**config.mk**
```make
export PLATFORM = sky130hd
export DESIGN_NAME = dmem_arbiter
export DESIGN_NICKNAME = d
export VERILOG_FILES = /design/src/rtl/dmem_arbiter.sv
export SDC_FILE = /design/constraint.sdc
export NUM_CORES = 1
export LEC_CHECK = 0
export ABC_AREA = 1
export CAP_MARGIN = 20
export CORE_ASPECT_RATIO = 0.9
export CORE_MARGIN = 5
export CORE_UTILIZATION = 40
export CTS_CLUSTER_DIAMETER = 40
export CTS_CLUSTER_SIZE = 25
export DETAILED_ROUTE_END_ITERATION = 7
export PLACE_DENSITY_LB_ADDON = 0.3
export SLEW_MARGIN = 20
export SYNTH_ARGS = -nofsm -noshare
export SYNTH_HDL_FRONTEND = slang
export SYNTH_SLANG_ARGS = --single-unit
```
**constraint.sdc**
```tcl
create_clock -name clk -period 6.6 [get_ports clk]
set_clock_uncertainty 0.2 [all_clocks]
set_input_delay 0.99 -clock clk [delete_from_list [all_inputs] [get_ports clk]]
set_output_delay 0.99 -clock clk [all_outputs]
set_load 0.05 [all_outputs]
```
**src/rtl/dmem_arbiter.sv**
```systemverilog
// Round-robin arbiter sharing the single-port data memory between the CPU LSU (port 0) and the
// debug/loader master (port 1). Define DMEM_ARB_CHECK_EN to flag out-of-range/misaligned accesses.
module dmem_arbiter #(
  parameter int MEM_WORDS = 32,
  parameter int ADDR_W    = 32
) (
  input  logic              clk,
  input  logic              rst,
  input  logic              p0_req,
  input  logic              p0_we,
  input  logic [ADDR_W-1:0] p0_addr,
  input  logic [31:0]       p0_wdata,
  input  logic [2:0]        p0_ctrl,
  output logic              p0_gnt,
  output logic              p0_rvalid,
  output logic [31:0]       p0_rdata,
  output logic              p0_err,
  input  logic              p1_req,
  input  logic              p1_we,
  input  logic [ADDR_W-1:0] p1_addr,
  input  logic [31:0]       p1_wdata,
  input  logic [2:0]        p1_ctrl,
  output logic              p1_gnt,
  output logic              p1_rvalid,
  output logic [31:0]       p1_rdata,
  output logic              p1_err,
  output logic [ADDR_W-1:0] mem_address,
  output logic [31:0]       mem_wdata,
  output logic [2:0]        mem_ctrl,
  output logic              mem_write,
  input  logic [31:0]       mem_rdata,
  output logic              busy
);

  typedef enum logic [1:0] {IDLE = 2'd0, ACCESS = 2'd1, RESP = 2'd2} state_t;

  state_t            state_q, state_d;
  logic              rr_ptr_q, rr_ptr_d;
  logic              sel_q, sel_d;
  logic              we_q, we_d;
  logic              bad_q, bad_d;
  logic [ADDR_W-1:0] mem_address_q, mem_address_d;
  logic [31:0]       mem_wdata_q, mem_wdata_d;
  logic [2:0]        mem_ctrl_q, mem_ctrl_d;
  logic              mem_write_q, mem_write_d;
  logic [1:0]        gnt_q, gnt_d;
  logic [1:0]        rvalid_q, rvalid_d;
  logic [1:0]        err_q, err_d;
  logic [1:0][31:0]  rdata_q, rdata_d;

  logic [1:0]        req;
  logic              win;
  logic              win_we;
  logic [ADDR_W-1:0] win_addr;
  logic [31:0]       win_wdata;
  logic [2:0]        win_ctrl;
  logic              win_bad;

  assign req = {p1_req, p0_req};

  // rr_ptr_q names the port preferred on a tie; it always points away from the last winner.
  always_comb begin
    if (req == 2'b11) begin
      win = rr_ptr_q;
    end else begin
      win = req[1];
    end
  end

  assign win_we    = win ? p1_we    : p0_we;
  assign win_addr  = win ? p1_addr  : p0_addr;
  assign win_wdata = win ? p1_wdata : p0_wdata;
  assign win_ctrl  = win ? p1_ctrl  : p0_ctrl;

`ifdef DMEM_ARB_CHECK_EN
  localparam logic [ADDR_W:0] MEM_BYTES = (ADDR_W+1)'(4 * MEM_WORDS);

  always_comb begin
    win_bad = 1'b0;
    if ({1'b0, win_addr} >= MEM_BYTES) begin
      win_bad = 1'b1;
    end
    if ((win_ctrl == 3'b001 || win_ctrl == 3'b101) && win_addr[0]) begin
      win_bad = 1'b1;
    end
    if (win_ctrl == 3'b010 && win_addr[1:0] != 2'b00) begin
      win_bad = 1'b1;
    end
    // Unsigned encodings only make sense for loads.
    if (win_we && (win_ctrl == 3'b100 || win_ctrl == 3'b101)) begin
      win_bad = 1'b1;
    end
  end
`else
  assign win_bad = 1'b0;
`endif

  always_comb begin
    state_d       = state_q;
    rr_ptr_d      = rr_ptr_q;
    sel_d         = sel_q;
    we_d          = we_q;
    bad_d         = bad_q;
    mem_address_d = mem_address_q;
    mem_wdata_d   = mem_wdata_q;
    mem_ctrl_d    = mem_ctrl_q;
    mem_write_d   = 1'b0;
    gnt_d         = 2'b00;
    rvalid_d      = 2'b00;
    err_d         = 2'b00;
    rdata_d       = rdata_q;

    case (state_q)
      IDLE, RESP: begin
        if (|req) begin
          state_d       = ACCESS;
          rr_ptr_d      = ~win;
          sel_d         = win;
          we_d          = win_we;
          bad_d         = win_bad;
          mem_address_d = win_addr;
          mem_wdata_d   = win_wdata;
          mem_ctrl_d    = win_ctrl;
          mem_write_d   = win_we & ~win_bad;
          gnt_d[win]    = 1'b1;
        end else begin
          state_d = IDLE;
        end
      end
      ACCESS: begin
        state_d         = RESP;
        rvalid_d[sel_q] = 1'b1;
        err_d[sel_q]    = bad_q;
        // Memory read data is combinational, so it is valid at the edge closing ACCESS.
        if (!we_q && !bad_q) begin
          rdata_d[sel_q] = mem_rdata;
        end
      end
      default: begin
        state_d = IDLE;
      end
    endcase
  end

  always_ff @(posedge clk or posedge rst) begin
    if (rst) begin
      state_q       <= IDLE;
      rr_ptr_q      <= 1'b0;
      sel_q         <= 1'b0;
      we_q          <= 1'b0;
      bad_q         <= 1'b0;
      mem_address_q <= '0;
      mem_wdata_q   <= '0;
      mem_ctrl_q    <= '0;
      mem_write_q   <= 1'b0;
      gnt_q         <= 2'b00;
      rvalid_q      <= 2'b00;
      err_q         <= 2'b00;
      rdata_q       <= '0;
    end else begin
      state_q       <= state_d;
      rr_ptr_q      <= rr_ptr_d;
      sel_q         <= sel_d;
      we_q          <= we_d;
      bad_q         <= bad_d;
      mem_address_q <= mem_address_d;
      mem_wdata_q   <= mem_wdata_d;
      mem_ctrl_q    <= mem_ctrl_d;
      mem_write_q   <= mem_write_d;
      gnt_q         <= gnt_d;
      rvalid_q      <= rvalid_d;
      err_q         <= err_d;
      rdata_q       <= rdata_d;
    end
  end

  assign p0_gnt      = gnt_q[0];
  assign p1_gnt      = gnt_q[1];
  assign p0_rvalid   = rvalid_q[0];
  assign p1_rvalid   = rvalid_q[1];
  assign p0_err      = err_q[0];
  assign p1_err      = err_q[1];
  assign p0_rdata    = rdata_q[0];
  assign p1_rdata    = rdata_q[1];
  assign mem_address = mem_address_q;
  assign mem_wdata   = mem_wdata_q;
  assign mem_ctrl    = mem_ctrl_q;
  assign mem_write   = mem_write_q;
  assign busy        = (state_q != IDLE);

endmodule

```
Word level (Yosys, flattened, before mapping):

Index checks and enable logic that the tools add are counted.

* bits in registers: 141
* input port bits: 172
* output and inout bits: 139
* logic and storage cells: 48

* magnitude comparators: 4
* equality and inequality tests: 3
* muxes and demuxes: 19
* bitwise logic cells: 1
* reductions and logical operators: 9

Operator list (number)
* two-way mux 32 bit: 3
* bitwise mux 64 bit: 1
* demux 32 bit (select 1 bit): 1
* two-way mux 1 bit: 7
* two-way mux 2 bit: 3
* == test 2 bit, second input constant: 2
* less-than comparator 1 x 2 -> 1 bit, second input constant: 2
* case mux 2 bit (2 select lines): 1
* AND reduction 2 bit: 2
* OR reduction 2 bit: 2
* two-way mux 3 bit: 1
* demux 1 bit (select 1 bit): 2
* == test 2 x 1 -> 1 bit, second input constant: 1
* greater-or-equal comparator 1 bit, second input constant: 2
* logical AND 1 bit: 2
* zero test 2 bit: 1
* nonzero test 2 bit: 1
* zero test 1 bit: 1
* NOT 1 bit: 1

Logic depth before layout (Yosys ltp):

* depth after elaboration: 8
* mapped depth: 7
* gate-level depth less buffers: 6

Worst setup path before layout:

Ideal clock, no wire load.

* path type: reg-to-output
* start point: register state_q[0]
* end point: output port busy
* data arrival time: 0.832 ns
* required time: 5.410 ns
* setup slack: 4.578 ns
* cell stages (with the launch flop): 2
* buffers on the path: 0
* cells stage by stage: dfrtp_1 or2_2

* word-level cells in the longest chain between the ends: 1

RTL lines
* from (decl): line 37 `state_t state_q, state_d;`
* from (signal assigned): line 161 `state_q <= state_d;`
* nonzero test 2 bit: line 189 `assign busy = (state_q != IDLE);`
* to (decl): line 32 `output logic busy`

Every way passes these cells.

Worst setup path in the final report:

* start point: input port p1_req
* end point: register mem_ctrl_q[2] (netlist: mem_ctrl[2])

* word-level cells in the longest chain between the ends: 3
* elaborated cells between the ends (all ways): 5
* classes of those cells: eq/ne: 1; mux: 2; reduce/logical: 2

RTL lines
* from (decl): line 18 `input logic p1_req,`
* == test 2 bit: line 63 `if (req == 2'b11) begin`
* two-way mux 1 bit: line 63
* two-way mux 3 bit: line 73 `assign win_ctrl = win ? p1_ctrl : p0_ctrl;`
* to (signal assigned): line 168 `mem_ctrl_q <= mem_ctrl_d;`
* to (decl): line 44 `logic [2:0] mem_ctrl_q, mem_ctrl_d;`

Parallel ways exist; a longest one is shown, timed or not.
A chain may end at the register's enable or synchronous reset.

==> impl_metrics.yaml <==
drt:
  routedWlPerCell_microns: 16.9
  vias: 6074
  first_pass_iters: 5
  drc: 0
  drtAntennaViolNets: 0
  drt_first_iter_violations: 391
  via_per_inst: 5.09
  drt-total-wl_microns: 20200
floorplan:
  num_io_pins: 311
  fp.dieH_microns: 128
  core-area_sq_um: 15300
  die_area_sq_um: 18000
  start_util_pct: 40.4
  rows: 43
  die_w_microns: 141
synthesis:
  synthMuxAreaShare_pct: 0
  synthCells: 699
  ys.warnings.count: 0
  synth_simple_gate_area_share_pct: 28.0
  synth_top_family_by_area: "simple AND/OR/NAND/NOR gates"
  synth_compound_area_share_pct: 5.61
  syn_area_per_cell_sq_um: 8.83
  synth_fa_ha_area_share_pct: 0
  ys_ff_latch: 141
  synth-xor-area-share_pct: 0
  ys_seq_area_share_pct: 57.2
  yosysUniqueCellTypes: 21
  syn_area_sq_um: 6170
run:
  cap_violations: 0
placement:
  placed_area_sq_um: 9260
  io_buffers: 308
  place_hpwl_microns: 13900
  gp_congestion: 0.845
final_layout:
  postLayoutCellArea_sq_um: 9840
  area_growth_pct: 59.4
  fin_util_pct: 64.4
  diodes: 0
  drive_gt1_share_pct: 5.05
  nets: 1150
power_and_ir_drop:
  power_uw: 4500
  leakagePower_uw: 0.00455
  power.density_nw_per_um2: 457
  ir_drop_uv: 322
timing:
  final-hold-violation-count: 0
  fin_crit_sh_pct: 49.0
  final.min_clock_period_ns: 3.23
  rsz0062_at_grt: "false"
  slew_headroom_pct: 37.9
  fin_tns_setup_ns: 0
  maxSlewViolCount: 0
  setup_violations: 0
  fmax_ghz: 0.309
  worstMarginPinSlew_ns: 0.930
clock_network:
  cts_buffers: 17
  postCtsSetupBuffers: 0
  cts_sinks: 141
  clk_pin_slew_worst_paths_ns: 0.06
  cts_tree: "yes"
  post_cts_resized: 0
  cts_hold_buf: 0
  clk_path_buf_depth: 2
  root_buffer: "clkbuf_16"
  clk_latency_ns: 0.40
  htreeDepth: 4
setup_path:
  start_kind: "primary input"
  cp-end-kind: "flip-flop"
  arrival_ns: 3.37
  crit_required_ns: 6.74
  worstPathMaxFanout: 72
  crit_type: "in2reg"
hold_path:
  hold_class: "reg2reg"
global_route:
  grt_max_degree: 93
  grt_pass1_vias: 6170
  antenna_found_initial: 0
  grt_overflow: 0
  grt_first_pass_wirelength_microns: 31900
  gr-usage-all-layers_pct: 22.3
status:
  status: "finished clean"
[worst paths after layout]
path / start / to / slack [ns] / cells after the start
setup / recovery: p1_req / mem_ctrl[2] / 3.37 / 7
hold / removal: mem_address[29] / mem_address[29] / 0.28 / 2
setup reg to reg: state_q[0] / p0_rdata[17] / 4.16 / 5
hold reg to reg: mem_address[29] / mem_address[29] / 0.28 / 2
max in group asynchronous: rst / mem_address[3] / 4.10 / 3
min in group asynchronous: rst / mem_wdata[17] / 0.94 / 2
[registers in the layout, summed over array words and instances, names as in the netlist]
signal       flops
mem_address     32
mem_wdata       32
p0_rdata        32
p1_rdata        32
mem_ctrl         3
gnt_q            2
rvalid_q         2
state_q          2
mem_write        1
rr_ptr_q         1
sel_q            1
we_q             1
[cell type report]
| cell class | count | area, sq um |
|---|---|---|
| Clock buffer | 17 | 425 |
| Clock inverter | 15 | 153 |
| Fill cell | 1310 | 5440 |
| Inverter | 70 | 268 |
| Multi-Input combinational cell | 433 | 2080 |
| Sequential cell | 141 | 3530 |
| Tap cell | 202 | 253 |
| Timing Repair Buffer | 315 | 3130 |
[power by group]
part	total [uW]	internal, uW	switching [uW]
Clock	931	532	399
Sequential	1320	1160	162
Combinational	2240	726	1520
Total	4500	2420	2080
[per-stage QoR]
step	hold slack (ns)	setup WS, ns	cells
final	0.276	3.37	1193
after floorplan	0.266	1.63	700
after detailed placement	0.264	2.95	1161
after global placement	0.264	2.96	1161
after global routing	0.307	3.19	1193
after CTS	0.281	3.37	1193
[critical path, stage by stage]
cell     delay (ns)
buf_2          0.08
buf_4          0.63
nor2_1         0.17
nor2_4         0.74
buf_4          0.47
nand3_1        0.13
nand3_1        0.12
[synthesized netlist by cell type]
cell / instances / area, sq um
inv_2: 1 / 3.75
conb_1: 1 / 3.75
nand3_4: 2 / 35.0
buf_2: 36 / 180
nand3_1: 137 / 686
nor2_4: 1 / 11.3
dfrtp_1: 141 / 3530
o21ai_1: 43 / 215
or2_2: 1 / 6.26
nor2_1: 3 / 11.3
nor2_8: 1 / 20.0
buf_4: 3 / 22.5
clkbuf_2: 1 / 5.00
o21ai_0: 23 / 115
buf_6: 5 / 56.3
nand2_2: 1 / 6.26
nand2_1: 165 / 619
inv_1: 69 / 259
o21ai_4: 1 / 16.3
nand4_1: 53 / 332
clkbuf_1: 11 / 41.3
[routing by layer]
metal  up-vias  track usage, %  part of all wire [%]
li1       2874               -                     -
met1      2890            26.5                    38
met2       274            38.1                    50
met3        36            6.56                   9.0
met4         0            8.66                   2.9
met5         -               0                     0
[logic make-up after synthesis]
kind of cell    count (synthesis)
buf+inv                       126
simple gates                  364
other cells                     1
compound gates                 67
flops                         141
[cells in the final DEF (no fill, tap or decap), types with 3 or more instances in the layout]
cell	instances
clkdlybuf4s50_1	307
nand2_1	164
dfrtp_1	141
nand3_1	137
inv_1	68
nand4_1	53
o21ai_1	43
o21ai_0	23
clkbuf_16	17
inv_6	8
buf_4	7
clkinv_4	4
nor2_1	3
Note: power is estimated with default switching activity, not from simulation.
